===== src/rtl/button_pkg.sv =====
// Shared constants and types for the push-button reader.
// Cycle counts are derived from the 27 MHz board clock.
package button_pkg;

  localparam int CLK_HZ        = 27000000;
  localparam int CYCLES_PER_MS = CLK_HZ / 1000;
  localparam int DEBOUNCE_MS   = 10;
  localparam int HOLD_MS       = 500;
  localparam int REPEAT_MS     = 100;

  localparam int DEF_DEBOUNCE_CYCLES = CYCLES_PER_MS * DEBOUNCE_MS;
  localparam int DEF_HOLD_CYCLES     = CYCLES_PER_MS * HOLD_MS;
  localparam int DEF_REPEAT_CYCLES   = CYCLES_PER_MS * REPEAT_MS;

  localparam int NUM_BTN = 2;
  localparam int CNT_W   = 6;

  typedef enum logic [1:0] {
    RELEASED  = 2'd0,
    HELD      = 2'd1,
    REPEATING = 2'd2
  } rep_state_e;

  // Width of a counter that must reach cycles-1; never narrower than one bit.
  function automatic int cnt_width(input int cycles);
    return (cycles > 1) ? $clog2(cycles) : 1;
  endfunction

endpackage


===== src/rtl/button_channel.sv =====
// One push-button channel: 2-FF synchroniser, debouncer and hold-to-repeat FSM.
// All outputs are registered; btn_n is active-low and asynchronous to clk.
module button_channel
  import button_pkg::*;
#(
  parameter int DEBOUNCE_CYCLES = DEF_DEBOUNCE_CYCLES,
  parameter int HOLD_CYCLES     = DEF_HOLD_CYCLES,
  parameter int REPEAT_CYCLES   = DEF_REPEAT_CYCLES
) (
  input  logic clk,
  input  logic rst_n,
  input  logic btn_n,
  output logic state_o,
  output logic press_o,
  output logic release_o,
  output logic step_o
);

  localparam int DEB_W  = cnt_width(DEBOUNCE_CYCLES);
  localparam int HOLD_W = cnt_width(HOLD_CYCLES);
  localparam int REP_W  = cnt_width(REPEAT_CYCLES);
  localparam int TMR_W  = (HOLD_W > REP_W) ? HOLD_W : REP_W;

  localparam logic [DEB_W-1:0] DEB_LAST  = DEB_W'(DEBOUNCE_CYCLES - 1);
  localparam logic [TMR_W-1:0] HOLD_LAST = TMR_W'(HOLD_CYCLES - 1);
  localparam logic [TMR_W-1:0] REP_LAST  = TMR_W'(REPEAT_CYCLES - 1);

  logic [1:0]       sync_q, sync_d;
  logic             stable_q, stable_d;
  logic [DEB_W-1:0] deb_cnt_q, deb_cnt_d;
  rep_state_e       state_q, state_d;
  logic [TMR_W-1:0] tmr_q, tmr_d;
  logic             press_q, press_d;
  logic             release_q, release_d;
  logic             step_q, step_d;
  logic             pressed_s;
  logic             rise_s;
  logic             fall_s;

  // sync_q[1] is the synchronised pin; invert so 1 means pressed.
  assign sync_d    = {sync_q[0], btn_n};
  assign pressed_s = ~sync_q[1];

  // Debouncer: the level must differ for DEBOUNCE_CYCLES evaluations in a row.
  always_comb begin
    stable_d  = stable_q;
    deb_cnt_d = deb_cnt_q;
    rise_s    = 1'b0;
    fall_s    = 1'b0;
    if (pressed_s == stable_q) begin
      deb_cnt_d = {DEB_W{1'b0}};
    end else if (deb_cnt_q == DEB_LAST) begin
      stable_d  = ~stable_q;
      deb_cnt_d = {DEB_W{1'b0}};
      rise_s    = ~stable_q;
      fall_s    = stable_q;
    end else begin
      deb_cnt_d = deb_cnt_q + DEB_W'(1);
    end
  end

  // Repeat FSM; an accepted release wins over any pending step.
  always_comb begin
    state_d   = state_q;
    tmr_d     = tmr_q;
    step_d    = 1'b0;
    press_d   = rise_s;
    release_d = fall_s;
    case (state_q)
      RELEASED: begin
        tmr_d = {TMR_W{1'b0}};
        if (rise_s) begin
          state_d = HELD;
          step_d  = 1'b1;
        end else begin
          state_d = RELEASED;
        end
      end
      HELD: begin
        if (fall_s) begin
          state_d = RELEASED;
          tmr_d   = {TMR_W{1'b0}};
        end else if (tmr_q == HOLD_LAST) begin
          state_d = REPEATING;
          tmr_d   = {TMR_W{1'b0}};
          step_d  = 1'b1;
        end else begin
          tmr_d = tmr_q + TMR_W'(1);
        end
      end
      REPEATING: begin
        if (fall_s) begin
          state_d = RELEASED;
          tmr_d   = {TMR_W{1'b0}};
        end else if (tmr_q == REP_LAST) begin
          tmr_d  = {TMR_W{1'b0}};
          step_d = 1'b1;
        end else begin
          tmr_d = tmr_q + TMR_W'(1);
        end
      end
      default: begin
        state_d = RELEASED;
        tmr_d   = {TMR_W{1'b0}};
      end
    endcase
  end

  always_ff @(posedge clk or negedge rst_n) begin
    if (!rst_n) begin
      sync_q    <= 2'b11;
      stable_q  <= 1'b0;
      deb_cnt_q <= {DEB_W{1'b0}};
      state_q   <= RELEASED;
      tmr_q     <= {TMR_W{1'b0}};
      press_q   <= 1'b0;
      release_q <= 1'b0;
      step_q    <= 1'b0;
    end else begin
      sync_q    <= sync_d;
      stable_q  <= stable_d;
      deb_cnt_q <= deb_cnt_d;
      state_q   <= state_d;
      tmr_q     <= tmr_d;
      press_q   <= press_d;
      release_q <= release_d;
      step_q    <= step_d;
    end
  end

  assign state_o   = stable_q;
  assign press_o   = press_q;
  assign release_o = release_q;
  assign step_o    = step_q;

endmodule


===== src/rtl/button_reader.sv =====
// Two debounced push-buttons stepping a 6-bit up/down counter shown on
// active-low LEDs. Button 0 counts up, button 1 counts down.
module button_reader
  import button_pkg::*;
#(
  parameter int DEBOUNCE_CYCLES = DEF_DEBOUNCE_CYCLES,
  parameter int HOLD_CYCLES     = DEF_HOLD_CYCLES,
  parameter int REPEAT_CYCLES   = DEF_REPEAT_CYCLES
) (
  input  logic               clk,
  input  logic               rst_n,
  input  logic [NUM_BTN-1:0] btn_n,
  output logic [NUM_BTN-1:0] btn_state,
  output logic [NUM_BTN-1:0] btn_press,
  output logic [NUM_BTN-1:0] btn_release,
  output logic [NUM_BTN-1:0] btn_step,
  output logic [CNT_W-1:0]   led
);

  logic [CNT_W-1:0] count_q, count_d;
  logic [CNT_W-1:0] led_q, led_d;

  for (genvar i = 0; i < NUM_BTN; i++) begin : g_ch
    button_channel #(
      .DEBOUNCE_CYCLES(DEBOUNCE_CYCLES),
      .HOLD_CYCLES    (HOLD_CYCLES),
      .REPEAT_CYCLES  (REPEAT_CYCLES)
    ) u_ch (
      .clk      (clk),
      .rst_n    (rst_n),
      .btn_n    (btn_n[i]),
      .state_o  (btn_state[i]),
      .press_o  (btn_press[i]),
      .release_o(btn_release[i]),
      .step_o   (btn_step[i])
    );
  end

  // Simultaneous up and down steps cancel; wrap is natural modulo 64.
  always_comb begin
    count_d = count_q;
    case (btn_step)
      2'b01:   count_d = count_q + 6'd1;
      2'b10:   count_d = count_q - 6'd1;
      default: count_d = count_q;
    endcase
    led_d = ~count_d;
  end

  always_ff @(posedge clk or negedge rst_n) begin
    if (!rst_n) begin
      count_q <= 6'd0;
      led_q   <= 6'h3F;
    end else begin
      count_q <= count_d;
      led_q   <= led_d;
    end
  end

  assign led = led_q;

endmodule


===== config.mk =====
export PLATFORM = sky130hd
export DESIGN_NAME = button_reader
export DESIGN_NICKNAME = d
export VERILOG_FILES = /design/src/rtl/button_pkg.sv /design/src/rtl/button_channel.sv /design/src/rtl/button_reader.sv
export SDC_FILE = /design/constraint.sdc
export NUM_CORES = 1
export LEC_CHECK = 0
export BUFFER_PORTS_ARGS = -buffer_cell sky130_fd_sc_hd__buf_2
export CAP_MARGIN = 20
export CORE_AREA = 10 10 91 132
export CTS_CLUSTER_DIAMETER = 120
export DETAILED_ROUTE_END_ITERATION = 16
export DIE_AREA = 0 0 101 142
export PLACE_DENSITY_LB_ADDON = 0.15
export SYNTH_ARGS = -nofsm -noshare
export SYNTH_HDL_FRONTEND = slang
export SYNTH_SLANG_ARGS = --single-unit

===== constraint.sdc =====
create_clock -name clk -period 2.98 [get_ports clk]
set_clock_uncertainty 0.05 [all_clocks]
set_input_delay 0.894 -clock clk [delete_from_list [all_inputs] [get_ports clk]]
set_output_delay 0.894 -clock clk [all_outputs]
set_load 0.005 [all_outputs]

==> impl_metrics.csv <==
group,metric,value,unit
die,rows,44,
clock_tree,clockBufferDepth,2,
routing,wl,10.6,mm
power,power_leakage,2.73,nW
global_routing,grt-ovfl-total,0,
global_routing,grt_max_degree,50,
global_routing,grt_pass1_wl,18.3,mm
placement,dp_hpwl,7.28,mm
synthesis,syn_avg_cell_area,10.1,um^2
global_routing,grtUsageTotal,0.156,
hold_path,hold_depth,0,
timing,slew_violations,0,
finish,drive_gt1_frac,0.115,
synthesis,synthArstFlopShare,1.00,
timing,fin_crit,2.48,ns
timing,fmax,403,MHz
clock_tree,clk_pin_slew,0.05,ns
hold_path,hold-path-endpoint,"g_ch[0].u_ch.sync_q[1]$_DFF_PN1_",
synthesis,ys.flop_type,"dfrtp_1",
routing,wl_per_cell,15.0,um
finish,stdcell_count,708,
timing,finalSetupViolCount,0,
critical_path,rr_worst_depth,6,
clock_tree,clock_latency,0.40,ns
synthesis,ys_warn_count,0,
synthesis,ys_seq_area_frac,0.506,
placement,gp_congestion,0.815,
critical_path,crit_chain,"ha_1 > nand4_1 > or4b_1 > o31a_1 > o211ai_4 > nor2_1",
clock_tree,cts_buffers,17,
finish,antennaDiodeCount,0,
power,swShare,0.190,
synthesis,ys_ff_latch,114,
clock_tree,ctsResizeCount,0,
timing,fin_hold_ws,0.309,ns
critical_path,critical_path_class,"register to register",
synthesis,syn_nets,582,
finish,final_cell_mix,"105 x nor2_1, 104 x dfrtp_1, 45 x xor2_1",
routing,vias,4013,
power,combPwrFrac,0.015,
critical_path,cpPeakStageDelay,0.53,ns
power,power,3.68,mW
critical_path,cpMaxStageDelayCell,"o211ai_4",
power,pwr-share-seq,0.427,
placement,dp_cells,676,
run,maxCapViolations,0,
clock_tree,postCtsSetupBuffers,0,
die,die_y,142,um
hold_path,hold_path.class,"register to register",
synthesis,synth-edff-count,0,
clock_tree,cts_root_buffer,"clkbuf_16",
synthesis,syn_area,0.00566,mm^2
die,io_pins,18,
timing,worst_slew_pin_slew,0.628,ns
power,pwr-share-clk,0.558,
power,p_per_area,572,mW/mm^2
timing,finalHoldViolCount,0,
routing,drt_iter0_markers,149,
die,start_util,0.588,
timing,fin_setup_tns,0,ns
die,core,0.00963,mm^2
critical_path,cp_data_required_time,3.18,ns
finish,fin_nets,602,
critical_path,crit_path_start_kind,"register",
status,outcome,"complete, no violations",
critical_path,rrSetupSlack,0.50,ns
power,p_int,2.98,mW
critical_path,path_max_fanout,24,
timing,maxSlewHeadroom,0.579,
synthesis,synthCells,560,
critical_path,cp-end-kind,"register",
power,peakVddDrop,0.447,mV
routing,ant_nets,0,
clock_tree,h-tree-depth,4,
finish,syn2layout_area_growth,13.6,%
die,die-area,0.0143,mm^2
hold_path,hold_start,"g_ch[0].u_ch.sync_q[0]$_DFF_PN1_",
timing,fin_crit_sh,0.833,
routing,drc,0,
timing,rsz0062_at_grt,"no",
critical_path,crit_arrival,2.68,ns
die,die_w,101,um
routing,first_pass_iters,7,
global_routing,grt_pass1_vias,4124,
finish,layout_commonest_cell,"nor2_1",
placement,numPortBuffers,17,
critical_path,timing.rr.start,"g_ch[0].u_ch.tmr_q[0]$_DFF_PN0_",
synthesis,synth_cell_type_count,48,
clock_tree,holdBufCountCts,0,
clock_tree,cts.sink_count,114,
routing,via_per_inst,5.67,
clock_tree,cts_tree,"done",
power,switchingPower,0.699,mW
global_routing,grt_antenna_before_repair,0,
critical_path,r2r-end,"g_ch[0].u_ch.tmr_q[15]$_DFF_PN0_",
finish,fillers,784,
## power by group through the flow
stage | Sequential (mW) | Clock [mW] | Combinational (mW)
floorplan | 1.59 | 0 | 0.0167
global placement | 1.60 | 0 | 0.0575
detailed placement | 1.60 | 0 | 0.0586
CTS | 1.57 | 2.09 | 0.0596
global route | 1.57 | 2.16 | 0.0662
finish | 1.57 | 2.05 | 0.0567
## kinds of logic (layout without fill, tap and decap cells)
kind of cell | Yosys count | after routing | share of synthesized area
compound gates | 27 | 27 | 0.0378
simple gates | 270 | 270 | 0.242
fa+ha+maj | 18 | 18 | 0.0411
buf+inv | 44 | 77 | 0.0378
flops | 114 | 114 | 0.506
xor+xnor | 85 | 85 | 0.131
mux | 2 | 2 | 0.00398
## cell type report
class,instances,area [um^2],area share
clock inverters,4,70.1,0.0109
inverters,23,86.3,0.0134
flip-flops and latches,114,2870,0.445
multi-input cells,402,2580,0.402
clock buffers,28,547,0.0850
well taps,115,144,0.0224
repair buffers,22,138,0.0214
## Yosys cell counts, types with 2 or more instances
cell,instances,share of area
buf_6,2,0.0040
or3_1,2,0.0022
a211oi_1,3,0.0040
or4b_1,2,0.0035
nand3_1,32,0.028
nor2_1,105,0.070
xor2_1,45,0.070
nor3_1,18,0.016
o31ai_1,3,0.0040
nor4bb_1,3,0.0053
ha_1,17,0.038
clkbuf_1,8,0.0053
and2_1,4,0.0044
buf_2,3,0.0027
nand4_1,25,0.028
dfrtp_1,104,0.46
nand2_1,33,0.022
nand4bb_1,2,0.0040
nor4b_1,6,0.0093
a21oi_1,2,0.0018
o21a_1,2,0.0027
a21o_1,2,0.0027
and3_1,14,0.015
o21ai_0,4,0.0035
xnor2_1,40,0.062
buf_4,8,0.011
nor4_1,4,0.0044
o211ai_1,3,0.0040
dfstp_2,10,0.046
inv_1,23,0.015
and4_1,13,0.020
mux2_2,2,0.0040
## worst max-delay path: cells and delay by family, from the launching register on
kind	cells	cell delay (ns)
AND/OR/NAND/NOR	3	0.80
adder cells (fa/ha/maj)	1	0.22
AO/OA/AOI/OAI	2	0.88
flip-flops	1	0.39
## how the worst max path moves through the flow
| stage | slack [ns] | depth (start not counted) | end | startpoint |
|---|---|---|---|---|
| after detailed placement | 0.49 | 6 | g_ch[0].u_ch.tmr_q[23]$_DFF_PN0_ | g_ch[0].u_ch.tmr_q[0]$_DFF_PN0_ |
| after CTS | 0.48 | 6 | g_ch[0].u_ch.tmr_q[15]$_DFF_PN0_ | g_ch[0].u_ch.tmr_q[0]$_DFF_PN0_ |
| after global routing | 0.27 | 6 | g_ch[0].u_ch.tmr_q[21]$_DFF_PN0_ | g_ch[0].u_ch.tmr_q[0]$_DFF_PN0_ |
| after global placement | 0.58 | 6 | g_ch[0].u_ch.tmr_q[20]$_DFF_PN0_ | g_ch[0].u_ch.tmr_q[0]$_DFF_PN0_ |
| after floorplan | 0.88 | 7 | g_ch[0].u_ch.tmr_q[16]$_DFF_PN0_ | g_ch[0].u_ch.tmr_q[0]$_DFF_PN0_ |
| final | 0.50 | 6 | g_ch[0].u_ch.tmr_q[15]$_DFF_PN0_ | g_ch[0].u_ch.tmr_q[0]$_DFF_PN0_ |
## metal layers
metal | share of wire | track usage | vias up
met2 | 0.52 | 0.265 | 70
li1 | - | - | 1953
met5 | 0 | 0 | -
met3 | 0.037 | 0.0394 | 14
met4 | 0.014 | 0.0721 | 0
met1 | 0.43 | 0.178 | 1976
## flip-flops by register name (all words and copies together), names as in the netlist
name                 cells
count_q                  6
g_ch.u_ch.deb_cnt_q     38
g_ch.u_ch.press_o        2
g_ch.u_ch.release_o      2
g_ch.u_ch.state_o        2
g_ch.u_ch.state_q        4
g_ch.u_ch.step_o         2
g_ch.u_ch.sync_q         4
g_ch.u_ch.tmr_q         48
led                      6
## metrics by stage
step,cell area [um^2],util,worst slack (ns)
floorplan,5660,-,0.884
global placement,5820,0.604,0.580
detailed placement,5820,0.604,0.487
CTS,6430,0.668,0.479
global route,6430,0.668,0.270
finish,6430,0.668,0.498
(Power assumes the default switching activity.)
